[src/rtl/cpu_clk_ctrl.sv]
// CPU clock generator: free-running 50 % divide or one debounced pulse per button press.
// Also produces a per-rising-edge tick and a wrapping edge counter for debug.
//
// state   | meaning
// STOP    | clk_cpu low, waiting for run mode or a pending step press
// RUN_HI  | free-run high phase (DIV_HALF cycles)
// RUN_LO  | free-run low phase (DIV_HALF cycles)
// STEP_HI | single-step high phase (DIV_HALF cycles)
module cpu_clk_ctrl #(
    parameter int DIV_HALF  = 50_000_000,
    parameter int DB_CYCLES = 1_000_000
) (
    input  logic        clk,
    input  logic        rst_n,
    input  logic        mode_run,
    input  logic        step_btn,
    output logic        clk_cpu,
    output logic        cpu_tick,
    output logic [31:0] edge_cnt,
    output logic        running
);

    localparam int DW = $clog2(DIV_HALF + 1);
    localparam int BW = $clog2(DB_CYCLES);
    localparam logic [DW-1:0] DIV_TERM = DW'(DIV_HALF - 1);
    localparam logic [DW-1:0] DIV_FULL = DW'(DIV_HALF);
    localparam logic [BW-1:0] DB_TERM  = BW'(DB_CYCLES - 1);

    typedef enum logic [1:0] {STOP, RUN_HI, RUN_LO, STEP_HI} state_t;

    state_t          state, nxt;
    logic            mode_m, mode_s;
    logic            btn_m, btn_s;
    logic            db_level, db_prev;
    logic [BW-1:0]   db_cnt;
    logic            press;
    logic            pend;
    logic [DW-1:0]   low_cnt;
    logic [DW-1:0]   div_cnt;
    logic            term;
    logic            low_full;
    logic            hi_nxt;
    logic            enter_hi;
    logic            pend_clr;

    always_ff @(posedge clk or negedge rst_n) begin
        if (!rst_n) begin
            mode_m <= 1'b0;
            mode_s <= 1'b0;
            btn_m  <= 1'b0;
            btn_s  <= 1'b0;
        end else begin
            mode_m <= mode_run;
            mode_s <= mode_m;
            btn_m  <= step_btn;
            btn_s  <= btn_m;
        end
    end

    // Level only follows btn_s after it has differed for DB_CYCLES consecutive cycles.
    always_ff @(posedge clk or negedge rst_n) begin
        if (!rst_n) begin
            db_level <= 1'b0;
            db_cnt   <= '0;
            db_prev  <= 1'b0;
            press    <= 1'b0;
        end else begin
            if (btn_s == db_level) begin
                db_cnt <= '0;
            end else if (db_cnt == DB_TERM) begin
                db_level <= btn_s;
                db_cnt   <= '0;
            end else begin
                db_cnt <= db_cnt + BW'(1);
            end
            db_prev <= db_level;
            press   <= db_level & ~db_prev;
        end
    end

    assign term     = (div_cnt == DIV_TERM);
    assign low_full = (low_cnt == DIV_FULL);

    always_comb begin
        nxt = state;
        case (state)
            STOP: begin
                if (mode_s && low_full)
                    nxt = RUN_HI;
                else if (pend && low_full)
                    nxt = STEP_HI;
            end
            RUN_HI:  if (term) nxt = RUN_LO;
            RUN_LO:  if (term) nxt = mode_s ? RUN_HI : STOP;
            STEP_HI: if (term) nxt = STOP;
            default: nxt = STOP;
        endcase
    end

    assign hi_nxt   = (nxt == RUN_HI) || (nxt == STEP_HI);
    assign enter_hi = hi_nxt && (nxt != state);
    assign pend_clr = (state == STOP) && (nxt != STOP);

    // A simultaneous new press outranks the clear so it is not lost.
    always_ff @(posedge clk or negedge rst_n) begin
        if (!rst_n)
            pend <= 1'b0;
        else if (press)
            pend <= 1'b1;
        else if (pend_clr)
            pend <= 1'b0;
    end

    // Counts the cycle of the falling edge itself, so a low phase of exactly DIV_HALF is allowed.
    always_ff @(posedge clk or negedge rst_n) begin
        if (!rst_n)
            low_cnt <= DIV_FULL;
        else if (hi_nxt)
            low_cnt <= '0;
        else if (!low_full)
            low_cnt <= low_cnt + DW'(1);
    end

    always_ff @(posedge clk or negedge rst_n) begin
        if (!rst_n)
            div_cnt <= '0;
        else if ((nxt != state) || (state == STOP))
            div_cnt <= '0;
        else if (!term)
            div_cnt <= div_cnt + DW'(1);
    end

    always_ff @(posedge clk or negedge rst_n) begin
        if (!rst_n) begin
            state    <= STOP;
            clk_cpu  <= 1'b0;
            cpu_tick <= 1'b0;
            edge_cnt <= '0;
            running  <= 1'b0;
        end else begin
            state    <= nxt;
            clk_cpu  <= hi_nxt;
            cpu_tick <= enter_hi;
            running  <= (nxt == RUN_HI) || (nxt == RUN_LO);
            if (enter_hi)
                edge_cnt <= edge_cnt + 32'd1;
        end
    end

endmodule

[config.mk]
export PLATFORM = sky130hd
export DESIGN_NAME = cpu_clk_ctrl
export DESIGN_NICKNAME = d
export VERILOG_FILES = /design/src/rtl/cpu_clk_ctrl.sv
export SDC_FILE = /design/constraint.sdc
export NUM_CORES = 1
export LEC_CHECK = 0
export ABC_AREA = 1
export CAP_MARGIN = 20
export CELL_PAD_IN_SITES_DETAIL_PLACEMENT = 1
export CELL_PAD_IN_SITES_GLOBAL_PLACEMENT = 1
export CORE_MARGIN = 1
export CORE_UTILIZATION = 30
export DETAILED_ROUTE_END_ITERATION = 7
export PLACE_DENSITY_LB_ADDON = 0.15
export SLEW_MARGIN = 10
export SYNTH_ARGS = -nofsm -noshare
export SYNTH_HDL_FRONTEND = slang
export SYNTH_SLANG_ARGS = --single-unit
export TNS_END_PERCENT = 50
[constraint.sdc]
create_clock -name clk -period 2.8 [get_ports clk]
set_clock_uncertainty 0.15 [all_clocks]
set_input_delay 0.28 -clock clk [delete_from_list [all_inputs] [get_ports clk]]
set_output_delay 0.28 -clock clk [all_outputs]
set_load 0.03 [all_outputs]
==> results of run 1 <==
-- cells by family (layout without fill, tap and decap cells) --
family	count (synthesis)	in the layout	synth area share, %
AND/OR/NAND/NOR	568	568	36.1
AO/OA/AOI/OAI	27	27	2.56
adder cells (fa/ha/maj)	6	6	1.12
buffers and inverters	124	188	8.00
flip-flops	116	116	43.6
XOR/XNOR	66	66	8.64
-- power by group --
group          internal, W   total, W  switching [W]
combinational    0.0000119  0.0000563      0.0000444
clock              0.00133    0.00223       0.000894
sequential         0.00168    0.00169     0.00000382
-- per-layer routing --
layer	up-vias	GRT usage (%)	wire length [um]
met5	-	0	0
met4	0	4.50	165
met3	12	3.83	457
met2	58	28.9	8510
met1	2728	22.9	9010
li1	2924	-	-
-- registers in the layout, indices dropped and copies added, names as in the netlist --
signal and count:
btn_s 1, mode_m 1, low_cnt 26, db_cnt 20, db_prev 1, pend 1
press 1, btn_m 1, edge_cnt 32, running 1, mode_s 1, state 2
div_cnt 26, db_level 1, cpu_tick 1
-- worst paths after layout --
kind	from	end	slack [ps]	cells past startpoint
worst max-delay path	low_cnt[0]	div_cnt[15]	350	11
worst min-delay path	step_btn	btn_m	140	1
worst max register to register	low_cnt[0]	div_cnt[15]	350	11
worst min register to register	btn_m	btn_s	210	0
max in group asynchronous	rst_n	low_cnt[19]	1540	3
min in group asynchronous	rst_n	div_cnt[22]	190	2
-- worst max-delay path: cells and delay by family, from the launching register on --
family / cells / cell delay [ps]
adder cells (fa/ha/maj): 1 / 170
buffers and inverters: 2 / 190
flip-flops: 1 / 430
AND/OR/NAND/NOR: 8 / 1370
-- cells in the mapped netlist, types with 4 or more instances --
cell / instances
sky130_fd_sc_hd__nor2_1: 156
sky130_fd_sc_hd__xor2_1: 45
sky130_fd_sc_hd__o211ai_1: 4
sky130_fd_sc_hd__nor3_1: 36
sky130_fd_sc_hd__dfstp_2: 12
sky130_fd_sc_hd__nand4_1: 19
sky130_fd_sc_hd__dfrtp_1: 104
sky130_fd_sc_hd__nand3_1: 47
sky130_fd_sc_hd__o21ai_2: 4
sky130_fd_sc_hd__inv_1: 107
sky130_fd_sc_hd__o21ai_0: 9
sky130_fd_sc_hd__nand3b_1: 6
sky130_fd_sc_hd__ha_1: 6
sky130_fd_sc_hd__a21oi_1: 6
sky130_fd_sc_hd__nand2_1: 275
sky130_fd_sc_hd__nor2_2: 5
sky130_fd_sc_hd__buf_6: 8
sky130_fd_sc_hd__or2_2: 6
sky130_fd_sc_hd__xnor2_1: 21
sky130_fd_sc_hd__nor4_1: 4
-- stage by stage --
stage          setup slack, ps  power [W]  instances  instance area [um2]  utilization, %
4_1_cts                    265    0.00405       1251                 7960            36.5
3_3_place_gp               339    0.00178       1218                 7360            33.7
6_report                   354    0.00397       1251                 7960            36.5
2_1_floorplan              729    0.00173        907                 6690               -
3_5_place_dp               275    0.00178       1218                 7360            33.7
5_1_grt                   27.4    0.00412       1251                 7960            36.5
-- final cells by class --
class                   count  area share [%]
flip-flops and latches    116            36.6
clock buffers              17            5.34
well taps                 280            4.40
clock inverters            15            2.12
multi-input cells         667            40.7
inverters                 111            5.23
repair buffers             45            5.59
==> flow_summary.ini, run 1 <==
[synthesis]
syn_area_per_cell_um2 = 7.38
fraction_of_the_yosys_area_taken_by_sequential_cells_pct = 43.6
post_synth_design_cell_area_um2 = 6690
top_area_cell_type_share_of_the_netlist_area_pct = 38.9
ys_dominant_reg_cell = sky130_fd_sc_hd__dfrtp_1
synth_enable_flop_cells = 0
synthDominantAreaCellType = sky130_fd_sc_hd__dfrtp_1
ys_seq_elements = 116
ys_top_cells_by_area = sky130_fd_sc_hd__dfrtp_1 (39%), sky130_fd_sc_hd__nand2_1 (15%), sky130_fd_sc_hd__nor2_1 (8.7%)
yosysWarningCount = 0
synth_cell_types = 36
async_reset_ff_share_pct = 100
postSynthCellCount = 907
syn-num-nets = 917

[job]
drv_cap = 0

[floorplanning]
fp-row-count = 54
io-pin-count = 39
die_h_um = 151
starting_density_of_the_core_pct = 30.7
design.core.area_um2 = 21800
floorplan.die_area_um2 = 22900
chipWidth_um = 151

[power]
total_leakage_power_nw = 3.52
power_per_cell_area_nw_per_um2 = 498
peakVddDrop_mv = 0.332

[worst_setup_path]
critPathRequiredTime_ps = 2930
crit_arrival_ps = 2580
critPathMaxStageDelay_ps = 500
crit_type = flop to flop
timing.critical_path.cells = inv_1, ha_1, inv_1, nor2_1, nand2_1, nor2_2, nand3_1, nand2_2, nand3_4, nand3_2, nor2_1
crit_path_end_kind = flop
timing.critical_path.slowest_stage_cell = sky130_fd_sc_hd__nand3_2
worstPathMaxFanout = 26
start_kind = flop

[timing]
setup-tns-final_ps = 0
finalSetupViolations = 0
rsz_0062_raised_after_global_routing = no
min_period_over_period_pct = 87.4
finalCriticalPeriod_ps = 2450
relSlewSlack_pct = 62.1
hold_slack_ps = 137
achievable-frequency_ghz = 0.409
final-max-slew-violation-count = 0
final-hold-violation-count = 0
tightestPinTransition_ps = 564

[cts]
cts.repair_timing.setup_buffer_count = 0
cts-htree-levels = 4
ctsResizeCount = 0
clock_insertion_delay_worst_skew_ps = 430
clock_tree_root_buffer_cell = sky130_fd_sc_hd__clkbuf_16
clk_pin_slew_ps = 60
tritoncts_num_sinks = 116
cts_inserted_buffers = 17
postCtsHoldBufs = 1
clock_tree_from_tritoncts = yes
max-clock-path-buffers = 2

[place]
gp_congestion = 0.796
placement.io_buffers = 38
dpl.hpwl_mm = 13.4

[grt]
grt_start_max_net_pins = 63
grt-ovfl-total = 0
grt_pass1_vias = 5954
grt_first_pass_wirelength_mm = 30.7
grt_antenna_before_repair = 0
grtUsageTotal_pct = 17.5

[finish]
num-nets-final = 968
syn2layout_area_growth_pct = 19.0
drive_gt1_share_pct = 8.14
most_common_cell_after_layout_fill_and_taps_aside = sky130_fd_sc_hd__nand2_1
filler_cell_count = 2672
commonest_cells_after_routing_fill_and_taps_aside = sky130_fd_sc_hd__nand2_1 (275), sky130_fd_sc_hd__nor2_1 (156), sky130_fd_sc_hd__inv_1 (107), sky130_fd_sc_hd__dfrtp_1 (104), sky130_fd_sc_hd__nand3_1 (47)
multi_input_area_um2 = 3240
register_area_um2 = 2920
antenna_cells_inserted = 0

[route]
drt-total-wl_mm = 18.1
dr.pass1.iters = 4
drc = 0
antenna_left = 0
route.detailed.vias_per_inst = 4.57
number_of_vias_in_the_routed_layout = 5722
first_iter_violations = 212
average_wire_length_per_cell_after_detail_routing_um = 14.5

[run_status]
outcome = finished clean

[worst_hold_path]
timing.hold.worst.class = primary input to flop
Note: power is estimated with default switching activity, not from simulation.
==> run 2: changes to the inputs <==
--- a/config.mk
+++ b/config.mk
@@ -12,6 +12,7 @@
 export CORE_MARGIN = 1
 export CORE_UTILIZATION = 30
 export DETAILED_ROUTE_END_ITERATION = 7
+export HOLD_SLACK_MARGIN = 0.1
 export PLACE_DENSITY_LB_ADDON = 0.15
 export SLEW_MARGIN = 10
 export SYNTH_ARGS = -nofsm -noshare
==> results of run 2 <==
The final DEF is identical to that of run 1; final timing and power are the same.
==> edit 1: new RTL, settings of run 2 <==
Remove the register `cpu_tick`: a continuous assignment takes its place, so the output `cpu_tick` follows one clock earlier.
--- a/src/rtl/cpu_clk_ctrl.sv
+++ b/src/rtl/cpu_clk_ctrl.sv
@@ -135,5 +135,4 @@
             state    <= STOP;
             clk_cpu  <= 1'b0;
-            cpu_tick <= 1'b0;
             edge_cnt <= '0;
             running  <= 1'b0;
@@ -141,5 +140,4 @@
             state    <= nxt;
             clk_cpu  <= hi_nxt;
-            cpu_tick <= enter_hi;
             running  <= (nxt == RUN_HI) || (nxt == RUN_LO);
             if (enter_hi)
@@ -148,4 +146,6 @@
     end
 
+    assign cpu_tick = enter_hi;
+
 endmodule
 
Check against the original RTL: not equivalent (Yosys sat finds a counterexample within 4 cycles, from zero or initial values and one cycle with rst_n low).
==> edit 1 against run 2 <==
Sequential cell count down 1; worst hold slack better by 0.0055 ns; cell area shrank 0.66%; total power fell by 3.6%; critical path depth unchanged; routed wire length grew 0.36%; area after synthesis shrank 0.37%; global-route usage increased by 0.31 points; worst setup slack got worse by 0.12 ns; critical endpoint is now cpu_tick; largest cell class unchanged.
==> edit 1: results (changes against run 2) <==
| Metric | Value |
|---|---|
| Vias/cell | `4.63 (+1.1%)` |
| Antenna Cells | `0 (unchanged)` |
| Worst hold path class | `primary input to register` |
| CTS Root Cell | `clkbuf_16` |
| Dominant cells by area after synthesis | `dfrtp_1, nand2_1, nor2_1, inv_1, xor2_1` |
| Worst-path clk slew | `0.06 ns (about the same)` |
| Sequential power | `0.00167 W` |
| Buffers on Ports | `38 (unchanged)` |
| Status | `finished clean` |
| Post-Synth Adder-Cell Area | `1.13% (+0.0042 points)` |
| Leakage | `3.49 nW (-0.94%)` |
| Relative slew slack | `55.2% (-6.9 points)` |
| Crit-path max FO | `13 (-50%)` |
| Largest net degree at the start of global routing | `60 (-4.8%)` |
| XOR/XNOR Fraction of Synth Area | `8.67% (+0.032 points)` |
| Clock Latency Late Sink | `0.42 ns` |
| Num CTS Buffers | `17 (unchanged)` |
| Switching Share | `23.4% (-0.34 points)` |
| DP HPWL | `13.5 mm (+0.95%)` |
| Synth warnings | `0 (unchanged)` |
| Initial antenna violation count | `0 (unchanged)` |
| Post-synth ARST share | `100% (unchanged)` |
| Cell variety after synth | `36 (unchanged)` |
| Clk buf depth | `2 (unchanged)` |
| Worst Path Arrival | `2.14 ns (-0.44 ns)` |
| Final hold vios | `0 (unchanged)` |
| Max VDD drop | `0.325 mV (-2.1%)` |
| GRT Total Usage | `17.8% (+0.31 points)` |
| Largest delay share family, worst path | `simple AND/OR/NAND/NOR gates` |
| First-pass GRT wire length | `31.1 mm (+1.3%)` |
| Commonest cells post-synth | `nand2_1, nor2_1, inv_1` |
| Logic pwr share | `1.4% (about the same)` |
| Setup Fix Bufs, Post-CTS | `0 (unchanged)` |
| 1st-pass router iterations | `4 (unchanged)` |
| Register area share after synthesis | `43.4% (-0.21 points)` |
| Compound-cell area share of the yosys netlist | `2.57% (+0.0096 points)` |
| Fill count | `2720 (+1.8%)` |
| Biggest regs | `edge_cnt x32, div_cnt x26, low_cnt x26` |
| H-tree levels | `4 (unchanged)` |
| DR iter-0 viols | `139 (-34%)` |
| Post-Syn Nets | `916 (-0.11%)` |
| Final net count | `967 (-0.10%)` |
| Mux share of post-synthesis cell area | `0% (unchanged)` |
| Critical path's slowest cell | `dfrtp_1` |
| Routed WL | `18.2 mm (+0.36%)` |
| Gpl congestion | `0.793 (-0.49%)` |
| Number of global-route vias before repair | `6071 (+2.0%)` |
| Crit path largest cell delay | `0.42 ns (-0.08 ns)` |
| DP Area | `7330 µm² (-0.37%)` |
| Share of cells above drive strength 1 | `8.15% (+0.017 points)` |
## edit 1: final timing paths
kind | startpoint | slack [ns] | endpoint | depth (start not counted)
max | low_cnt[0] | 0.23 | cpu_tick | 11
min in group asynchronous | rst_n | 0.15 | div_cnt[21] | 2
max in group asynchronous | rst_n | 1.52 | low_cnt[25] | 3
min reg2reg | btn_m | 0.21 | btn_s | 0
min | mode_run | 0.14 | mode_m | 1
max reg2reg | low_cnt[0] | 0.55 | low_cnt[16] | 10
## edit 1: repair_timing
item	CTS	global route
hold buffers	1	0
endpoints found under the setup margin	0	1
gates resized for setup	0	2
hold endpoints to repair	79	0
## edit 1: kinds of logic after synthesis
| group | count (synthesis) |
|---|---|
| simple gates | 568 |
| fa+ha+maj | 6 |
| compound gates | 27 |
| flops | 115 |
| buf+inv | 124 |
| xor+xnor | 66 |
## edit 1: routing by layer
layer,part of all wire (%),global-route usage (%)
met1,49,23.5
met2,48,29.1
met3,2.2,3.58
met4,1.1,5.30
met5,0,0
## edit 1: metrics by stage
| step | util, % | instances | total power (W) | setup slack [ns] | hold slack [ns] |
|---|---|---|---|---|---|
| floorplan | - | 906 | 0.00171 | 0.729 | -0.166 |
| global placement | 33.6 | 1217 | 0.00176 | 0.566 | 0.0600 |
| detailed placement | 33.6 | 1217 | 0.00176 | 0.534 | 0.0564 |
| CTS | 36.2 | 1249 | 0.00391 | 0.0832 | 0.117 |
| global route | 36.3 | 1249 | 0.00399 | 0.0116 | 0.139 |
| finish | 36.3 | 1249 | 0.00383 | 0.232 | 0.142 |
## edit 1: cell type report
class	instances	share of cell area, %
multi-input combinational	667	40.9
sequential	115	36.6
timing repair buffer	45	5.60
clock buffer	18	5.55
inverter	111	5.30
tap	280	4.43
clock inverter	13	1.61
==> edit 2: new RTL, settings of run 2 <==
Made on the original files. The parameter `DIV_HALF` goes from 50_000_000 to 12_500_000.
--- a/src/rtl/cpu_clk_ctrl.sv
+++ b/src/rtl/cpu_clk_ctrl.sv
@@ -8,5 +8,5 @@
 // STEP_HI | single-step high phase (DIV_HALF cycles)
 module cpu_clk_ctrl #(
-    parameter int DIV_HALF  = 50_000_000,
+    parameter int DIV_HALF  = 12_500_000,
     parameter int DB_CYCLES = 1_000_000
 ) (
Formal check against the unedited RTL: no difference found for any inputs over 10 cycles, from zero or initial values and one cycle with rst_n low; that may be too few to reach the edited logic, so the function may still have changed.
==> edit 2 against run 2 <==
Sequential cell count down 4; global-route usage decreased by 0.26 points; worst setup slack better by 0.12 ns; cell area fell by 5.7%; total power is 23% lower; area after synthesis down 2.9%; routed wire length is 3.2% lower; clock power is 39% lower; largest cell class unchanged.
==> edit 2: results (changes against run 2) <==
| Metric | Value |
|---|---|
| Max VDD drop | `0.246 mV (-26%)` |
| Commonest cells post-synth | `nand2_1, nor2_1, inv_1` |
| Routing usage on met1 | `23.7% (+0.79 points)` |
| GR Layer Usage met2 | `28.0% (-0.81 points)` |
| Worst-path clk slew | `0.08 ns (+0.02 ns)` |
| DR iter-0 viols | `231 (+9.0%)` |
| Share of cells above drive strength 1 | `6.39% (-1.8 points)` |
| Cell Int Power | `0.00230 W (-24%)` |
| Worst Path Arrival | `2.43 ns (-0.15 ns)` |
| Met2 wire length | `8.11 mm (-4.7%)` |
| Dominant cells by area after synthesis | `dfrtp_1, nand2_1, nor2_1, inv_1, nand3_1` |
| Flop2flop setup slack | `0.48 ns (+0.12 ns)` |
| Status | `finished clean` |
| Clkbuf count | `10 (-7)` |
| Gpl congestion | `0.780 (-2.0%)` |
| Mean area per synthesized cell | `7.43 µm² (+0.67%)` |
| Cell variety after synth | `32 (-11%)` |
| RR Startpoint | `div_cnt[0]` |
| Reg2reg end | `edge_cnt[28]` |
| Critical path's slowest cell | `dfrtp_1` |
| Met3 track demand over resource | `2.11% (-1.7 points)` |
| Clk cell area share | `4.05% (-3.4 points)` |
| Post-Syn Nets | `885 (-3.5%)` |
| H-tree levels | `3 (-1)` |
| Number of global-route vias before repair | `5894 (-1.0%)` |
| Multi-input logic area | `3160 µm² (-2.6%)` |
| Signal buf overhead | `6.03% (+0.44 points)` |
| Fill count | `2617 (-2.1%)` |
| Crit path largest cell delay | `0.38 ns (-0.12 ns)` |
| R2R cell count | `12 (+1)` |
| Seq/total area | `37.5% (+0.89 points)` |
| Capture point of the worst path | `edge_cnt[28]` |
| DP HPWL | `13.3 mm (-0.42%)` |
| GRT Total Usage | `17.2% (-0.26 points)` |
| Num CTS Buffers | `9 (-8)` |
| Multi-input gate count | `635 (-4.8%)` |
| Final net count | `929 (-4.0%)` |
| Inverter count | `115 (+3.6%)` |
| Synth Register Bits | `112 (-3.4%)` |
| First-pass GRT wire length | `30.1 mm (-2.0%)` |
| Via Count | `5544 (-3.1%)` |
| Crit-path max FO | `24 (-7.7%)` |
edit 2: changes by cell type in the layout (fill, tap and decap cells not counted), moves of 7 or more:
cell,run 2,this run
nand2_1,275,237
clkbuf_16,17,9
inv_1,107,114
nand3_1,47,81
nor2_1,156,131
xnor2_1,21,14
edit 2: repair_timing:
action                                 in CTS  in global routing
buffers inserted                            0                  0
endpoints found under the hold margin      61                  0
hold buffers                                1                  0
gates resized for setup                     0                  0
edit 2: power groups by stage:
stage               clock network, W  registers [W]  logic [W]
finish                       0.00136        0.00163  0.0000543
floorplan                          0        0.00166  0.0000102
global placement                   0        0.00166  0.0000568
detailed placement                 0        0.00166  0.0000577
CTS                          0.00142        0.00163  0.0000590
global route                 0.00148        0.00163  0.0000649
edit 2: metrics by stage:
stage / instance area, µm² / worst slack (ns) / hold slack [ns]
3_5_place_dp: 7190 / 0.445 / 0.0712
5_1_grt: 7510 / 0.233 / 0.194
4_1_cts: 7510 / 0.429 / 0.177
2_1_floorplan: 6500 / 0.708 / -0.166
6_report: 7510 / 0.476 / 0.190
3_3_place_gp: 7190 / 0.518 / 0.0658
edit 2: worst register-to-register path, cell delays in order (launching register included):
cell	delay [ns]
dfrtp_1	0.38
ha_1	0.26
nand2_2	0.10
nor2_4	0.16
nand2_2	0.09
nor2_4	0.13
nand3_2	0.07
nand2_2	0.14
nand3_2	0.14
nand2_4	0.19
nand2_4	0.22
nand2_1	0.12
nand2_1	0.06
edit 2: kinds of logic (layout without fill, tap and decap cells):
group / after synthesis / after routing / share of synthesized area, %
buffers and inverters: 128 / 177 / 8.10
and+or+nand+nor: 552 / 552 / 37.8
DFF: 112 / 112 / 43.3
adders and majority gates: 6 / 6 / 1.15
xor gates and xnor gates: 58 / 58 / 7.82
AOI/OAI and AO/OA: 19 / 19 / 1.77
